File: config.mk
export PLATFORM = sky130hd
export DESIGN_NAME = pc_fetch_ctrl
export DESIGN_NICKNAME = d
export VERILOG_FILES = /design/src/rtl/pc_ctrl_pkg.sv /design/src/rtl/pc_redirect_arb.sv /design/src/rtl/pc_fetch_ctrl.sv
export SDC_FILE = /design/constraint.sdc
export NUM_CORES = 1
export LEC_CHECK = 0
export BUFFER_PORTS_ARGS = -buffer_cell sky130_fd_sc_hd__buf_2
export CORE_MARGIN = 5
export CORE_UTILIZATION = 50
export DETAILED_ROUTE_END_ITERATION = 10
export PLACE_DENSITY_LB_ADDON = 0.3
export RECOVER_POWER = 50
export SYNTH_ARGS = -nofsm -noshare
export SYNTH_HDL_FRONTEND = slang
export SYNTH_SLANG_ARGS = --single-unit
File: constraint.sdc
create_clock -name clk -period 4.6 [get_ports clk]
set_input_delay 0.23 -clock clk [delete_from_list [all_inputs] [get_ports clk]]
set_output_delay 0.23 -clock clk [all_outputs]
set_load 0.005 [all_outputs]
File: src/rtl/pc_ctrl_pkg.sv
// Shared types for the PC fetch controller: FSM states and redirect kinds.
package pc_ctrl_pkg;

    typedef enum logic [1:0] {
        BOOT  = 2'd0,
        FETCH = 2'd1,
        ISSUE = 2'd2
    } state_t;

    // Encoded so that a numerically larger kind has higher priority.
    typedef enum logic [1:0] {
        NONE = 2'd0,
        BR   = 2'd1,
        ERET = 2'd2,
        EXC  = 2'd3
    } redir_kind_t;

    localparam logic [31:0] INSTR_BYTES = 32'd4;

endpackage

File: src/rtl/pc_redirect_arb.sv
// Redirect priority select (exception > eret > branch) plus a one-entry
// pending redirect held while an instruction fetch is still outstanding.
module pc_redirect_arb
    import pc_ctrl_pkg::*;
#(
    parameter logic [31:0] EXC_VECTOR = 32'h00400004
) (
    input  logic        clk,
    input  logic        rst,
    input  logic        use_pending,
    input  logic        capture,
    input  logic        clear,
    input  logic        exc_req,
    input  logic        eret,
    input  logic        br_taken,
    input  logic [31:0] br_target,
    input  logic [31:0] epc,
    output redir_kind_t sel_kind,
    output logic [31:0] sel_target
);

    redir_kind_t req_kind;
    logic [31:0] req_target;
    redir_kind_t pend_kind;
    logic [31:0] pend_target;

    always_comb begin
        req_kind   = NONE;
        req_target = br_target;
        if (exc_req) begin
            req_kind   = EXC;
            req_target = EXC_VECTOR;
        end else if (eret) begin
            req_kind   = ERET;
            req_target = epc;
        end else if (br_taken) begin
            req_kind   = BR;
            req_target = br_target;
        end
    end

    // A stored redirect wins over an equal- or lower-priority new request.
    always_comb begin
        sel_kind   = req_kind;
        sel_target = req_target;
        if (use_pending && (pend_kind != NONE) && (pend_kind >= req_kind)) begin
            sel_kind   = pend_kind;
            sel_target = pend_target;
        end
    end

    always_ff @(posedge clk or posedge rst) begin
        if (rst) begin
            pend_kind   <= NONE;
            pend_target <= 32'd0;
        end else if (clear) begin
            pend_kind   <= NONE;
        end else if (capture && (req_kind > pend_kind)) begin
            pend_kind   <= req_kind;
            pend_target <= req_target;
        end
    end

endmodule

File: src/rtl/pc_fetch_ctrl.sv
// Fetch sequencer: drives the PC register load, runs the imem req/ack
// handshake, presents instructions to decode and applies redirects.
module pc_fetch_ctrl
    import pc_ctrl_pkg::*;
#(
    parameter logic [31:0] START_ADDR = 32'h00400000,
    parameter logic [31:0] EXC_VECTOR = 32'h00400004
) (
    input  logic        clk,
    input  logic        rst,
    input  logic [31:0] pc_cur,
    output logic        pc_ena,
    output logic [31:0] pc_next,
    output logic        imem_req,
    output logic [31:0] imem_addr,
    input  logic        imem_ack,
    output logic        instr_valid,
    output logic [31:0] instr_pc,
    input  logic        stall,
    input  logic        br_taken,
    input  logic [31:0] br_target,
    input  logic        exc_req,
    input  logic        eret,
    output logic [31:0] epc,
    output state_t      state_dbg
);

    // Handshakes: a fetch completes in the cycle imem_req && imem_ack are both
    // high; an instruction transfers to decode in a cycle with instr_valid high
    // and stall low. A redirect ends the transfer even when stall is high.
    state_t      state;
    state_t      state_nx;
    redir_kind_t sel_kind;
    logic [31:0] sel_target;
    logic        in_fetch;
    logic        in_issue;
    logic        redirect;

    assign in_fetch  = (state == FETCH);
    assign in_issue  = (state == ISSUE);
    assign redirect  = (sel_kind != NONE);
    assign state_dbg = state;
    assign imem_addr = pc_cur;

    pc_redirect_arb #(
        .EXC_VECTOR (EXC_VECTOR)
    ) u_arb (
        .clk         (clk),
        .rst         (rst),
        .use_pending (in_fetch),
        .capture     (in_fetch && !imem_ack),
        .clear       (in_fetch && imem_ack),
        .exc_req     (exc_req),
        .eret        (eret),
        .br_taken    (br_taken),
        .br_target   (br_target),
        .epc         (epc),
        .sel_kind    (sel_kind),
        .sel_target  (sel_target)
    );

    always_ff @(posedge clk or posedge rst) begin
        if (rst) begin
            state <= BOOT;
        end else begin
            state <= state_nx;
        end
    end

    always_comb begin
        state_nx = state;
        case (state)
            BOOT:    state_nx = FETCH;
            FETCH:   if (imem_ack && !redirect) state_nx = ISSUE;
            ISSUE:   if (!stall || redirect) state_nx = FETCH;
            default: state_nx = BOOT;
        endcase
    end

    always_comb begin
        pc_ena      = 1'b0;
        pc_next     = START_ADDR;
        imem_req    = 1'b0;
        instr_valid = 1'b0;
        case (state)
            FETCH: begin
                imem_req = 1'b1;
                pc_next  = redirect ? sel_target : pc_cur + INSTR_BYTES;
                pc_ena   = imem_ack && redirect;
            end
            ISSUE: begin
                instr_valid = 1'b1;
                pc_next     = redirect ? sel_target : pc_cur + INSTR_BYTES;
                pc_ena      = !stall || redirect;
            end
            default: ;
        endcase
    end

    // epc records the instruction being faulted: the presented one in ISSUE,
    // the one being fetched in FETCH.
    always_ff @(posedge clk or posedge rst) begin
        if (rst) begin
            instr_pc <= START_ADDR;
            epc      <= START_ADDR;
        end else begin
            if (in_fetch && imem_ack && !redirect) begin
                instr_pc <= pc_cur;
            end
            if (exc_req && in_issue) begin
                epc <= instr_pc;
            end else if (exc_req && in_fetch) begin
                epc <= pc_cur;
            end
        end
    end

endmodule

### Yosys cells after proc, flatten, opt, wreduce, memory -nomap -nowiden

Index checks and enable logic that the tools add are counted.
Widths: inputs -> output; s select.

* flip-flop bits (word level): 100
* input bits: 71
* output and inout port bits: 133
* logic and storage cells: 54

* add/subtract/negate cells: 1
* order comparisons: 2
* equal/unequal tests: 4
* multiplexer cells: 19
* bitwise gates (word level): 1
* reductions and logical operators: 22

Operator list (number)
* $mux 32: 7
* $add 32x3->32 const B: 1
* $mux 2: 7
* $logic_and 1x1->1: 10
* $reduce_bool 2->1: 4
* $pmux 2 s3: 1
* $ne 2x1->1 const B: 2
* $reduce_and 2->1: 2
* $logic_not 1->1: 3
* $mux 1: 3
* $eq 2x1->1 const B: 1
* $eq 2x2->1 const B: 1
* $ge 2x2->1: 1
* $gt 2x2->1: 1
* $logic_not 2->1: 1
* $pmux 1 s2: 1
* $reduce_or 2->1: 1
* $logic_or 1x1->1: 1
* $not 1->1: 1

### Depth between registers and ports, before layout

* word-level depth: 11
* gate-level depth with buffers: 13
* depth with buffers taken out: 9

### Cells and area by module

Synthesis repeated with hierarchy kept, for this count alone.

* cell total of the unflattened synthesis: 667
* area, all modules: 6617.6 µm²

Modules (own cells, without submodules)
* pc_fetch_ctrl: times used 1, cells an instance 462, area each 4201.5 µm², sequential area each 1654.1 µm²
* pc_redirect_arb: times used 1, cells an instance 205, area each 2416.1 µm², sequential area each 850.8 µm²

### Least setup slack after synthesis

Ideal clock, no wire load.

* path kind: input port to output port
* from: input port exc_req
* to: output port pc_next[15]
* arrival: 2.463 ns
* data required time: 4.370 ns
* slack: 1.907 ns
* stages on the path: 12
* path buffers: 4
* cell sequence: clkbuf_1 > clkbuf_1 > buf_2 > a21oi_1 > inv_1 > ha_1 > nand2b_1 > a21oi_2 > nor2_1 > clkbuf_1 > or3_1 > a221oi_1

* cells in the longest elaborated chain, start to end: 7
* elaborated cells on any way between the ends: 9
* those cells by class: order compare: 1; mux: 6; reduce/logical: 2

RTL lines
* from (decl): line pc_fetch_ctrl.sv:22 `input logic exc_req,`
* $mux 2: line pc_redirect_arb.sv:30 `if (exc_req) begin`
* $ge 2x2->1: line pc_redirect_arb.sv:46 `if (use_pending && (pend_kind != NONE) && (pend_kind >= req_kind)) begin`
* $logic_and 1x1->1: line pc_redirect_arb.sv:46
* $mux 2: line pc_redirect_arb.sv:46
* $reduce_bool 2->1: line pc_fetch_ctrl.sv:41 `assign redirect = (sel_kind != NONE);`
* $mux 32 (*): line pc_fetch_ctrl.sv:88, pc_fetch_ctrl.sv:93
* $mux 32 (*)
* to (decl): line pc_fetch_ctrl.sv:13 `output logic [31:0] pc_next,`

Every way passes the cells marked *; elsewhere a longest branch is shown, timed or not.

### Worst setup path in the final report

* from: register state[1], in the netlist state_dbg[1]
* to: output port pc_next[2]

* cells in the longest elaborated chain, start to end: 7
* elaborated cells on any way between the ends: 10
* those cells by class: eq/ne: 2; mux: 4; reduce/logical: 4

RTL lines
* from (decl): line pc_fetch_ctrl.sv:31 `state_t state;`
* from (signal assigned): line pc_fetch_ctrl.sv:66 `state <= state_nx;`
* $eq 2x1->1: line pc_fetch_ctrl.sv:39, pc_fetch_ctrl.sv:85
* $logic_and 1x1->1 (2 in a row): line pc_redirect_arb.sv:46
* $mux 2: line pc_redirect_arb.sv:46
* $reduce_bool 2->1: line pc_fetch_ctrl.sv:41
* $mux 32: line pc_fetch_ctrl.sv:88, pc_fetch_ctrl.sv:93
* $mux 32 (*)

Marks and branches as above.

==> results.md <==
- Status: finished, violations left
- Violated checks: max-capacitance violations, max-slew violations
- Cell count after synthesis: approximately 660
- Die area: 15100 µm²
- VDD IR max: a little under 0.3 mV
- Setup TNS: 0 ns
- Starting Density: between 50 and 60%
- Cts bufs inserted: 9
- Power share of the sequential group: 37.7%
- Post-synth EDFFs: 0
- Hold Crit Class: in2reg
- Nets: 867
- Syn. warnings: 0
- Slew @ Worst Pin: 1.99 ns
- Avg Inst Size Synth: 9.69 µm²
- Reg-to-reg slack, setup: 1.76 ns
- DRC Markers: 0
- Switch share: 40.2%
- Crit path buf inv count: 2
- Clock network power share: 18.5%
- Crit Path Class: reg2out
- Setup crit end kind: output port
- FF-to-FF Start: state_dbg[1]
- Share of cells above drive strength 1: a little over a quarter
- Largest family of logic cells by synthesized area: compound AO/OA/AOI/OAI gates
- Critical Path RT: roughly 4.4 ns
- Post-synthesis xor/xnor area fraction: 3.72%
- RSZ-0062 raised after global routing: false
- H-tree depth: 3
- Aggregate global routing overflow: 0
- Worst stage delay on the critical path: 0.72 ns
- Worst path arrival time: between 3 and 4 ns
- Pwr Density: 589 nW/µm²
- Sink Count: 100
- P_int: 2.62 mW
- Total track usage: 26.2%
- Filler Cells Inserted: 1121
- Largest net degree at the start of global routing: 59
- Root buffer cell: clkbuf_16
- Final slew viol count: 44
- Post-DP Area: 7200 µm²
- Pre-CTS setup slack: 1.58 ns
- Fmax: 293 MHz
- DR vias/cell: 6.16
- Fin. Hold Viols: 0
- CP Launch Type: flip-flop
- Grt met3 use: 3.96%
- Yosys top cell by area: dfrtp_1
- Leakage: between 3 and 4 nW
- Final setup fails: 0
- Port bufs: ~200
- Hold WS: 0.176 ns
- Met2 Use GR: between 40% and 50%
- Psw: 1.76 mW
- Post-synthesis compound-gate area fraction: 23.3%
- First-pass iteration count of the detailed router: 5
- Final Instance Area: 7440 µm²
- R2r endpoint: instr_pc[1]
- Combinational fraction of design power: 43.8%
- DIE HEIGHT: approximately 120 µm
- Final worst setup slack: 1.19 ns
- Worst path depth: 7
- Mapped cell area: 6350 µm²
- Busiest grt layer: met2
- Crit path capture: pc_next[2]
- Post-route ant nets: 0
- CP top delay family: simple AND/OR/NAND/NOR gates
- Final min period: 3.41 ns
- Reg2reg path depth: 7
- CTS max path bufs: 2
- Post-Route WL: 19900 µm
- Row cnt: 41
- Die Width: about 120 µm
- Adder-cell share of the synthesized area: ~1.2%
- Clock Skew: 0.00743 ns
- Post-synthesis sequential area ratio: 39.5%
- Period utilization: 74.1%
- Simple-gate share of the synthesized area: 12.5%
- Core ar.: 12500 µm²
- Met1 Usage GRT: 34.9%
- TritonCTS clock tree: built
- DR vias: approximately 6000
- Gates resized, CTS repair: 0
- Top post-synthesis cells by area: dfrtp_1, a22o_1, mux2i_1
- Antenna cells: 0
- DR WL/cell: 20.6 µm
- Clock-pin transition on the worst setup and hold timing paths: 0.07 ns
- Vias in the first global route: approximately 5800
- First-pass GRT wire length: between 30000 and 40000 µm
- Initial drt markers: 429
- Post-DP HPWL: between 10000 and 15000 µm
- Layout area overhead: 17.1%
- Max_cap viols: 1
- Initial antenna violation count: 0
- Ys flop type: dfrtp_1
- Skew-Pair Late Insertion Delay: around 0.35 ns
- Total I/O pin count: 204
- Slew HR: -33.7%
- Max FO, Critical Path: 38
- Final GP Congestion: 0.857
- Critical Path Source: state_dbg[1]
- Register bit total from synthesis: 100
- Asr flop ratio synth: 100%
- CP Cell Sequence: inv_1, ha_1, o21ai_1, nor2_4, nor3_1, a2111oi_0, buf_2
- Mux contribution to synthesized area: approximately 11%
- CP max-delay cell: nor2_4
- Top cell type's share of synthesized area: 38.6%
- Netlist cell types: 52
- Post-Syn Nets: 732
[metrics by stage]
stage	std cells	util, %	total power, mW
floorplan	655	-	2.78
global placement	950	57.5	3.52
detailed placement	950	57.5	3.61
CTS	967	60.1	4.42
global route	967	59.4	4.67
finish	967	59.4	4.38
[synthesized netlist by cell type (all sizes together), types with 2 or more instances]
master  count
dfrtp      98
nand2      72
a22o       63
buf        50
clkbuf     41
mux2       33
mux2i      33
o31ai      29
o22ai      25
nand3      22
or3        21
a21oi      19
a221oi     18
inv        17
xor2       17
nor2       16
o21ai      14
xnor2      10
nor3        8
and4        7
nand4       7
ha          6
a211oi      3
a22oi       2
and3        2
dfstp       2
nand2b      2
nor2b       2
o2111a      2
o211ai      2
o21a        2
[layer usage]
metal	share of wire, %	up-vias
li1	-	2692
met1	41	2940
met2	49	288
met3	6.9	38
met4	2.4	0
met5	0	-
[registers in the layout (all words and copies together), names as in the netlist]
name and cells:
u_arb.pend_target 32, state_dbg 2, instr_pc 32, epc 32
u_arb.pend_kind 2
[kinds of logic (layout without fill, tap and decap cells)]
logic type,Yosys count,count (layout)
flip-flops,100,100
AO/OA/AOI/OAI,187,187
multiplexers,66,66
adder cells (fa/ha/maj),6,6
buffers and inverters,108,248
AND/OR/NAND/NOR,161,161
XOR/XNOR,27,27
[layout by cell type, fill, tap and decap left out, drive strengths merged, types with 2 or more instances in the layout]
cell type / instances
nand4: 7
dfstp: 2
nand2: 72
inv: 17
o31ai: 29
ha: 6
a22oi: 2
or3: 21
nor2: 16
a22o: 63
o211ai: 2
o2111a: 2
nor2b: 2
nor3: 8
xnor2: 10
xor2: 17
o22ai: 25
nand3: 22
o21ai: 14
mux2i: 33
a21oi: 19
mux2: 33
clkinvlp: 3
and3: 2
a221oi: 18
buf: 148
nand2b: 2
dfrtp: 98
o21a: 2
clkbuf: 77
and4: 7
a211oi: 3
[worst min path at each step]
| stage | end | from | cells past startpoint | slack, ns |
|---|---|---|---|---|
| 2_1_floorplan | u_arb.pend_kind[1] | imem_ack | 1 | 0.32 |
| 3_3_place_gp | instr_pc[6] | rst | 2 | 0.33 |
| 3_5_place_dp | instr_pc[6] | rst | 2 | 0.33 |
| 4_1_cts | instr_pc[0] | pc_cur[0] | 2 | 0.13 |
| 5_1_grt | u_arb.pend_target[31] | exc_req | 2 | 0.19 |
| 6_report | u_arb.pend_kind[1] | imem_ack | 2 | 0.18 |
[layout make-up]
class | count | area, µm² | share of cell area (%)
clock buffer | 11 | 253 | 3.40
clock inverter | 5 | 58.8 | 0.791
inverter | 17 | 65.1 | 0.875
multi-input combinational | 447 | 3310 | 44.6
sequential | 100 | 2500 | 33.7
tap | 172 | 215 | 2.89
timing repair buffer | 215 | 1030 | 13.8
[power groups by stage]
stage | clock, mW | combinational, mW | sequential [mW]
3_5_place_dp | 0 | 1.96 | 1.65
2_1_floorplan | 0 | 1.18 | 1.60
6_report | 0.810 | 1.92 | 1.65
4_1_cts | 0.814 | 1.97 | 1.64
5_1_grt | 0.857 | 2.11 | 1.70
3_3_place_gp | 0 | 1.91 | 1.62
[timing repair]
item,CTS,global route
hold buffers,1,0
hold endpoints to repair,42,0
setup buffers,0,0
Note: power is estimated with default switching activity, not from simulation.
